$ cat src/rtl/move_sequencer.sv
// move_sequencer: queues move codes from the solver and issues them one at a
// time to the stepper stage, waiting for the steppers to go idle and then
// settle before the next move is issued.
module move_sequencer #(
  parameter int unsigned DEPTH         = 16,
  parameter int unsigned START_WINDOW  = 8,
  parameter int unsigned SETTLE_CYCLES = 1000
) (
  input  logic                     clock,
  input  logic                     reset,
  input  logic [3:0]               move_in,
  input  logic                     move_in_valid,
  output logic                     move_in_ready,
  input  logic                     run,
  output logic [3:0]               next_move,
  output logic                     move_start,
  input  logic                     move_done,
  output logic                     busy,
  output logic [$clog2(DEPTH):0]   queue_count,
  output logic                     seq_empty
);

  localparam int unsigned AW = $clog2(DEPTH);
  localparam int unsigned WW = (START_WINDOW  > 1) ? $clog2(START_WINDOW)  : 1;
  localparam int unsigned SW = (SETTLE_CYCLES > 1) ? $clog2(SETTLE_CYCLES) : 1;
  localparam logic [WW-1:0] WIN_LAST    = WW'(START_WINDOW - 1);
  localparam logic [SW-1:0] SETTLE_LAST = SW'(SETTLE_CYCLES - 1);
  localparam logic [AW:0]   FULL_COUNT  = (AW + 1)'(DEPTH);

  typedef enum logic [2:0] {
    IDLE,
    START,
    WAIT_ACK,
    WAIT_DONE,
    SETTLE
  } state_e;

  state_e          state_q, state_d;
  logic [3:0]      mem_q [DEPTH];
  logic [AW-1:0]   wptr_q, rptr_q;
  logic [AW:0]     count_q;
  logic [3:0]      next_move_q;
  logic [WW-1:0]   win_q, win_d;
  logic [SW-1:0]   settle_q, settle_d;

  logic            push, pop;
  logic [3:0]      head;
  logic            head_ok;

  // Queue handshake and head decode; full blocks writes even in a pop cycle.
  always_comb begin
    move_in_ready = (count_q != FULL_COUNT);
    push          = move_in_valid && move_in_ready;
    pop           = (state_q == IDLE) && run && (count_q != '0);
    head          = mem_q[rptr_q];
    head_ok       = (head >= 4'd2) && (head <= 4'd13);
  end

  // Circular FIFO storage, pointers and occupancy.
  always_ff @(posedge clock or posedge reset) begin
    if (reset) begin
      for (int unsigned i = 0; i < DEPTH; i++) mem_q[i] <= '1;
      wptr_q  <= '0;
      rptr_q  <= '0;
      count_q <= '0;
    end else begin
      if (push) begin
        mem_q[wptr_q] <= move_in;
        wptr_q        <= wptr_q + 1'b1;
      end
      if (pop) rptr_q <= rptr_q + 1'b1;
      case ({push, pop})
        2'b10:   count_q <= count_q + 1'b1;
        2'b01:   count_q <= count_q - 1'b1;
        default: count_q <= count_q;
      endcase
    end
  end

  // next_move only changes when a valid code is popped in IDLE.
  always_ff @(posedge clock or posedge reset) begin
    if (reset) next_move_q <= 4'hF;
    else if (pop && head_ok) next_move_q <= head;
  end

  // State and counter registers.
  always_ff @(posedge clock or posedge reset) begin
    if (reset) begin
      state_q  <= IDLE;
      win_q    <= '0;
      settle_q <= '0;
    end else begin
      state_q  <= state_d;
      win_q    <= win_d;
      settle_q <= settle_d;
    end
  end

  // Next-state logic.
  always_comb begin
    state_d = state_q;
    case (state_q)
      IDLE:      if (pop && head_ok) state_d = START;
      START:     state_d = WAIT_ACK;
      WAIT_ACK: begin
        if (!move_done)              state_d = WAIT_DONE;
        else if (win_q == WIN_LAST)  state_d = SETTLE;
      end
      WAIT_DONE: if (move_done) state_d = SETTLE;
      SETTLE:    if (settle_q == SETTLE_LAST) state_d = IDLE;
      default:   state_d = IDLE;
    endcase
  end

  // Window and settle counters; each is cleared on the way into its state.
  always_comb begin
    win_d    = win_q;
    settle_d = settle_q;
    case (state_q)
      START:     win_d    = '0;
      WAIT_ACK: begin
        win_d    = win_q + 1'b1;
        settle_d = '0;
      end
      WAIT_DONE: settle_d = '0;
      SETTLE:    settle_d = settle_q + 1'b1;
      default: begin
        win_d    = win_q;
        settle_d = settle_q;
      end
    endcase
  end

  // Outputs decoded from registered state.
  always_comb begin
    move_start  = (state_q == START);
    busy        = (state_q != IDLE);
    seq_empty   = (state_q == IDLE) && (count_q == '0);
    next_move   = next_move_q;
    queue_count = count_q;
  end

endmodule
$ cat config.mk
export PLATFORM = sky130hd
export DESIGN_NAME = move_sequencer
export DESIGN_NICKNAME = d
export VERILOG_FILES = /design/src/rtl/move_sequencer.sv
export SDC_FILE = /design/constraint.sdc
export NUM_CORES = 1
export LEC_CHECK = 0
export CELL_PAD_IN_SITES_DETAIL_PLACEMENT = 1
export CELL_PAD_IN_SITES_GLOBAL_PLACEMENT = 1
export CORE_MARGIN = 5
export CORE_UTILIZATION = 46
export DETAILED_ROUTE_END_ITERATION = 10
export GPL_TIMING_DRIVEN = 0
export PLACE_DENSITY = 0.76
export SYNTH_ARGS = -nofsm -noshare
export SYNTH_HDL_FRONTEND = slang
export SYNTH_SLANG_ARGS = --single-unit
$ cat constraint.sdc
create_clock -name clock -period 5 [get_ports clock]
set_clock_uncertainty 0.2 [all_clocks]
set_input_delay 1 -clock clock [delete_from_list [all_inputs] [get_ports clock]]
set_output_delay 1 -clock clock [all_outputs]
set_load 0.1 [all_outputs]
==> qor_table.md, run 1 <==
| Step | Item | Reported |
|---|---|---|
| outcome | Outcome | complete, no violations |
| cts | Post-cts sizing count | 0 |
| worst setup path | Arrival @ worst endpoint | 2.79 ns |
| cts | Clock-pin slew reported for the worst setup and hold paths after clock tree synthesis | 0.09 ns |
| route | Overall routed net length | 10.2 mm |
| finish | Area growth from synthesis to layout | 12.0% |
| worst setup path | Largest fanout on the critical path | 6 |
| route | DR iter-0 viols | 166 |
| floorplan | Row Count | 37 |
| timing | RSZ-0062 raised after global routing | false |
| timing | Crit share post-route | 79.8% |
| finish | ANT cells | 0 |
| grt | Total global routing overflow | 0 |
| floorplan | Floorplan die width | 113 microns |
| floorplan | Initial Util | 47.2% |
| grt | Global-route met2 utilization | 28.7% |
| cts | Clock buffer count from CTS | 9 |
| logic synthesis | Synth Warn # | 0 |
| route | First drt pass iteration count | 4 |
| cts | Cell at the root of the clock tree | clkbuf_8 |
| logic synthesis | Net Count, Synth | 391 |
| timing | Relative max-transition margin | 34.3% |
| cts | Total setup buffers inserted after CTS | 0 |
| cts | Clock Sinks | 97 |
| cts | H-tree levels | 3 |
| route | Routed length per placed instance | 18.8 microns |
| cts | Hold_buf cts | 0 |
| placed design | Count of placed standard cells including taps | 527 |
| logic synthesis | Mapped Cells | 369 |
| logic synthesis | Post-synthesis area per instance | 13.2 sq um |
| timing | Final Hold Fails | 0 |
| floorplan | Core Region | 0.0103 sq mm |
| worst setup path | Minimum setup slack among reg-to-reg paths | 1.13 ns |
| logic synthesis | Most area-consuming cells after synthesis | dfstp_2 (37%), mux2_2 (15%), dfrtp_1 (15%) |
| floorplan | Ports | 22 |
| worst setup path | Longest individual stage delay on the worst path | 1.16 ns |
| timing | Smallest hold slack | 0.277 ns |
| finish | Most common cell after layout, fill and taps aside | dfstp_2 |
| logic synthesis | Fraction of post-synthesis cell area in the top cell type by area | 36.7% |
| grt | Number of antenna violations at the first check in global routing | 0 |
| hold path | Startpoint of the most critical hold path | next_move[3] |
| flow run | Max_cap viols | 0 |
| grt | Met3 usage | 3.64% |
| power | Total power | 3840 uW |
| placed design | Buffers on Ports | 21 |
| timing | FMAX | 0.250 GHz |
| power | Max rail drop VDD | 279 uV |
| worst setup path | Cell chain of the critical path | or4_1 > nor3_1 > clkdlybuf4s50_1 |
| worst setup path | Critical path's slowest cell | clkdlybuf4s50_1 |
| worst setup path | Setup crit start | queue_count[0] |
| worst setup path | Class of the most critical setup path | reg -> out |
| cts | Deepest clock path buffer count | 2 |
| grt | Maximum number of pins on one net before global-route repair | 74 |
| logic synthesis | Most used flip-flop cell after synthesis | dfstp_2 |
| placed design | Post-detail-place hpwl | 7.48 mm |
| grt | First-pass GRT wire length | 17.1 mm |
| worst setup path | Type of element launching the critical path | register |
| power | Power density over cell area | 704 mW/mm^2 |
| grt | Met1 track demand over resource | 22.6% |
| floorplan | Die ar. | 0.0128 sq mm |
| hold path | Kind of path behind the tightest hold check | reg -> reg |
| logic synthesis | Fraction of registers with async set or reset after synthesis | 100% |
| logic synthesis | Sequential element share of the synthesized area | 51.5% |
| route | Vias | 3016 |
| finish | Net count, final | 424 |
| route | Drc violations | 0 |
| worst setup path | Endpoint class of the critical path | output port |
| finish | Fill cell count | 1058 |
| route | Antenna-violating nets left | 0 |
| logic synthesis | Number of distinct standard cells referenced by the synthesized netlist | 46 |
| logic synthesis | Area of the mapped netlist | 0.00487 sq mm |
| finish | Cell Count, Final, Fillers Out | 543 |
| logic synthesis | Number of enable-type register cells in the synthesized netlist | 0 |
| grt | Tot GR Track Use | 17.1% |
| finish | Ratio of cells with drive above 1 in the final layout | 42.0% |
| route | DR vias/cell | 5.55 |
| grt | GR peak layer | met2 |
| cts | Insertion delay to the later sink of the worst-skew pair | 0.36 ns |
| timing | Slew at the pin with the worst max-slew slack | 0.983 ns |
| timing | Count of endpoints failing setup in the final report | 0 |
| timing | Shortest period the worst path allows | 3.99 ns |
| worst setup path | Required time at the endpoint of the critical path | 3.80 ns |
| worst setup path | R2r startpoint | queue_count[0] |
| power | Total leakage power | 0.00221 uW |
| cts | TritonCTS clock tree | done |
| timing | Max Transition Viols Final | 0 |
| floorplan | Die height | 113 microns |
| finish | Commonest cells after routing, fill and taps aside | dfstp_2 (68), mux2_2 (66), dfrtp_1 (29) |
| logic synthesis | Count of state elements after synthesis | 97 |
| grt | Number of global-route vias before repair | 3270 |
| logic synthesis | Largest area contributor in the netlist | dfstp_2 |
| placed design | Routability congestion estimate | 0.738 |
==> Yosys cell counts (3+ instances only) <==
cell,count
a21o_1,3
nor2b_1,7
xnor2_1,8
nor2_1,11
dfstp_2,68
clkbuf_1,13
mux4_2,6
nand2_1,24
nand4_1,8
xor2_1,3
mux4_1,10
inv_1,6
ha_1,12
a21oi_1,13
nand3_1,23
mux2_2,66
dfrtp_1,29
mux2i_1,3
o21ai_0,16
o211ai_1,3
a22o_1,5
==> final cells by class <==
| class | count | area, sq um | share of cell area [%] |
|---|---|---|---|
| clock inverters | 4 | 27.5 | 0.504 |
| flip-flops and latches | 97 | 2510 | 46.0 |
| well taps | 136 | 170 | 3.12 |
| plain buffers | 18 | 95.1 | 1.74 |
| inverters | 7 | 28.8 | 0.527 |
| repair buffers | 22 | 238 | 4.36 |
| clock buffers | 12 | 145 | 2.66 |
| multi-input cells | 247 | 2240 | 41.1 |
==> worst max-delay path, delay by kind of cell (launching register included) <==
family                 cells  cell delay, ns
buffers and inverters      1            1.16
and+or+nand+nor            2            0.81
DFF                        1            0.47
==> flip-flops by register name, indices dropped and copies added, names as in the netlist <==
| register | count |
|---|---|
| queue_count | 5 |
| wptr_q | 4 |
| settle_q | 10 |
| rptr_q | 4 |
| state_q | 3 |
| win_q | 3 |
| next_move | 4 |
| mem_q | 64 |
==> worst paths after layout <==
check,endpoint,depth (start not counted)
max,seq_empty,3
min,next_move[3],2
max reg2reg,queue_count[4],10
min reg2reg,next_move[3],2
max in group asynchronous,mem_q[34],3
min in group asynchronous,settle_q[4],2
==> power by group <==
| part | leakage (uW) | internal [uW] | switching, uW |
|---|---|---|---|
| Sequential | 0.00108 | 1310 | 199 |
| Combinational | 0.00104 | 804 | 1070 |
| Clock | 0.0000869 | 196 | 273 |
==> kinds of logic (layout without fill, tap and decap cells) <==
family | count (synthesis) | in the layout | share of synthesized area, %
AO/OA/AOI/OAI | 49 | 49 | 6.78
XOR/XNOR | 11 | 11 | 1.98
multiplexers | 85 | 85 | 24.0
buffers and inverters | 25 | 63 | 2.49
adder cells (fa/ha/maj) | 13 | 13 | 3.49
flip-flops | 97 | 97 | 51.5
AND/OR/NAND/NOR | 89 | 89 | 9.70
==> per-stage QoR <==
stage / area, sq um / TNS, ns / util (%) / setup WS [ns]
2_1_floorplan: 4870 / 0 / - / 0.233
3_3_place_gp: 5260 / -2.19 / 50.9 / -0.0851
3_5_place_dp: 5290 / 0 / 51.2 / 0.970
4_1_cts: 5460 / 0 / 52.9 / 0.970
5_1_grt: 5460 / 0 / 52.9 / 0.887
6_report: 5460 / 0 / 52.9 / 1.01
==> routing by layer <==
layer	vias to the layer above	share of wire (%)
met5	-	0
met4	0	1.0
met3	9	2.6
met2	25	50
met1	1562	46
li1	1420	-
No activity file was read; power rests on OpenSTA's default activity.
==> run 2: changes to the inputs <==
==> constraint.sdc (replaced) <==
create_clock -name clock -period 4.1 [get_ports clock]
set_clock_uncertainty 0.2 [all_clocks]
set_input_delay 0.82 -clock clock [delete_from_list [all_inputs] [get_ports clock]]
set_output_delay 0.82 -clock clock [all_outputs]
set_load 0.1 [all_outputs]
==> qor_table.md, run 2 (synthesized netlist as in run 1, its figures left out) <==
| Step | Item | Reported | Delta |
|---|---|---|---|
| finish | Sequential cell area in the final layout | 0.00251 sq mm | about the same |
| floorplan | Core Region | 0.0103 sq mm | unchanged |
| worst setup path | Endpoint class of the critical path | register |  |
| timing | Crit share post-route | 93.1% |  |
| timing | Slew at the pin with the worst max-slew slack | 0.978 ns | -0.00528 ns |
| finish | Net count, final | 424 | unchanged |
| timing | Post-route setup slack | 0.282 ns | -0.726 ns |
| hold path | Kind of path behind the tightest hold check | reg -> reg |  |
| placed design | Post-detail-place hpwl | 7.58 mm | +1.3% |
| grt | Maximum number of pins on one net before global-route repair | 58 | -22% |
| route | DR vias/cell | 5.62 | +1.2% |
| finish | Most common cell after layout, fill and taps aside | dfstp_2 |  |
| worst setup path | Class of the most critical setup path | reg -> reg |  |
| cts | Post-cts sizing count | 0 | unchanged |
| placed design | Count of placed standard cells including taps | 527 | unchanged |
| timing | Smallest hold slack | 0.290 ns | +0.0129 ns |
| worst setup path | Required time at the endpoint of the critical path | 4.16 ns | +0.36 ns |
| floorplan | Die ar. | 0.0128 sq mm | unchanged |
| cts | Insertion delay to the later sink of the worst-skew pair | 0.37 ns | about the same |
| power | Total power | 4860 uW | +26% |
| route | First drt pass iteration count | 4 | unchanged |
| timing | RSZ-0062 raised after global routing | false |  |
| cts | Clock Sinks | 97 | unchanged |
| finish | Fill cell count | 1034 | -2.3% |
| finish | ANT cells | 0 | unchanged |
| grt | Total global routing overflow | 0 | unchanged |
| route | Met2 wirelength from detailed routing | 5.41 mm | +5.5% |
| grt | Number of global-route vias before repair | 3393 | +3.8% |
| floorplan | Initial Util | 47.2% | unchanged |
| placed design | Buffers on Ports | 21 | unchanged |
| worst setup path | Type of element launching the critical path | register |  |
| cts | Clock-pin slew reported for the worst setup and hold paths after clock tree synthesis | 0.11 ns | +0.02 ns |
| power | Total leakage power | 0.00224 uW | +1.1% |
| timing | Shortest period the worst path allows | 3.82 ns |  |
| grt | First-pass GRT wire length | 18.1 mm | +5.7% |
| route | Highest layer used for signal routing | met4 |  |
| timing | Relative max-transition margin | 34.6% | +0.35 points |
| timing | Count of endpoints failing setup in the final report | 0 | unchanged |
| route | Met3 wire length | 223 microns | -16% |
| outcome | Outcome | complete, no violations |  |
| finish | Cell Count, Final, Fillers Out | 543 | unchanged |
| route | Vias | 3053 | +1.2% |
| timing | Max Transition Viols Final | 0 | unchanged |
| placed design | Routability congestion estimate | 0.742 | +0.53% |
| cts | Clock buffer count from CTS | 9 | unchanged |
| cts | Total setup buffers inserted after CTS | 0 | unchanged |
| timing | Final Hold Fails | 0 | unchanged |
| finish | Ratio of cells with drive above 1 in the final layout | 43.2% | +1.2 points |
| floorplan | Row Count | 37 | unchanged |
| cts | Deepest clock path buffer count | 2 | unchanged |
| worst setup path | Arrival @ worst endpoint | 3.88 ns | +1.09 ns |
| route | Overall routed net length | 10.6 mm | +3.9% |
| route | Antenna-violating nets left | 0 | unchanged |
| floorplan | Floorplan die width | 113 microns | unchanged |
| grt | Number of antenna violations at the first check in global routing | 0 | unchanged |
| power | Power density over cell area | 880 mW/mm^2 | +25% |
| route | DRT met1 WL | 4.92 mm | +3.8% |
| flow run | Max_cap viols | 0 | unchanged |
| cts | Hold_buf cts | 0 | unchanged |
| placed design | Worst-case setup slack after placement | 0.258 ns | -0.712 ns |
| worst setup path | Largest fanout on the critical path | 9 | +3 |
| finish | Total area of multi-input combinational cells | 0.00225 sq mm | +0.34% |
| finish | Fraction of the core area covered by cells at the end of the flow | 53.5% | +0.63 points |
| grt | Tot GR Track Use | 17.9% | +0.86 points |
| cts | H-tree levels | 3 | unchanged |
| route | DR iter-0 viols | 291 | +75% |
| floorplan | Die height | 113 microns | unchanged |
| finish | Number of flip-flops under the largest register name | 64 | unchanged |
| cts | TritonCTS clock tree | done |  |
| finish | Commonest cells after routing, fill and taps aside | dfstp_2 (68), mux2_2 (66), dfrtp_1 (28) |  |
| floorplan | Ports | 22 | unchanged |
| route | Drc violations | 0 | unchanged |
| finish | Register with the highest flop count | mem_q |  |
| power | Max rail drop VDD | 329 uV | +18% |
| route | Routed length per placed instance | 19.6 microns | +3.9% |
| cts | Cell at the root of the clock tree | clkbuf_8 |  |
| finish | Area growth from synthesis to layout | 13.3% |  |
| timing | FMAX | 0.262 GHz |  |
## run 2: cell count changes in the layout (fill, tap and decap cells not counted), sizes merged
| cell | change |
|---|---|
| inv | +2 |
| clkbuf | -2 |
| bufinv | +1 |
| clkinv | -1 |
## run 2: area by class of cell
class                           instances  area share, %
Clock inverter                          6           1.45
Tap cell                              136           3.08
Sequential cell                        97           45.5
Buffer                                 18           1.72
Clock buffer                           10           2.70
Inverter                                7          0.521
Multi-Input combinational cell        247           40.7
Timing Repair Buffer                   22           4.30
## run 2: critical path: stages, from the launching register on
cell and delay [ns]:
dfrtp_2 0.46, or4_1 0.60, o211ai_2 0.44, clkinv_1 0.43, ha_1 0.41, fa_1 0.43, a21o_1 0.18, a21oi_1 0.19
xor2_1 0.17, nor2_1 0.07, xor2_1 0.15
## run 2: where the power goes
group	total [uW]	switching (uW)	internal [uW]
Clock	697	366	331
Sequential	1840	250	1590
Combinational	2320	1340	985
## run 2: path summary, 6_finish.rpt
| kind | from | to | slack [ns] | cells past startpoint |
|---|---|---|---|---|
| worst max-delay path | queue_count[0] | queue_count[4] | 0.28 | 10 |
| worst min-delay path | next_move[3] | next_move[3] | 0.29 | 2 |
| worst max register to register | queue_count[0] | queue_count[4] | 0.28 | 10 |
| worst min register to register | next_move[3] | next_move[3] | 0.29 | 2 |
| max in group asynchronous | reset | mem_q[60] | 2.33 | 3 |
| min in group asynchronous | reset | win_q[1] | 0.64 | 2 |
## run 2: metrics by stage
| stage | TNS, ns | instance area, sq um |
|---|---|---|
| finish | 0 | 5520 |
| global route | 0 | 5520 |
| CTS | 0 | 5520 |
| detailed placement | 0 | 5290 |
| global placement | -23.82 | 5260 |
| floorplan | 0 | 4880 |
## run 2: metal layers
metal | track usage [%] | vias to the layer above
met5 | 0 | -
met3 | 2.99 | 7
li1 | - | 1429
met2 | 29.9 | 26
met4 | 4.57 | 0
met1 | 24.5 | 1591
==> run 3: changes to the inputs <==
--- a/config.mk
+++ b/config.mk
@@ -9,6 +9,7 @@
 export CELL_PAD_IN_SITES_GLOBAL_PLACEMENT = 1
 export CORE_MARGIN = 5
 export CORE_UTILIZATION = 46
+export CTS_CLUSTER_SIZE = 24
 export DETAILED_ROUTE_END_ITERATION = 10
 export GPL_TIMING_DRIVEN = 0
 export PLACE_DENSITY = 0.76
==> results of run 3 <==
Final layout, timing and power as in run 2 (identical DEF).
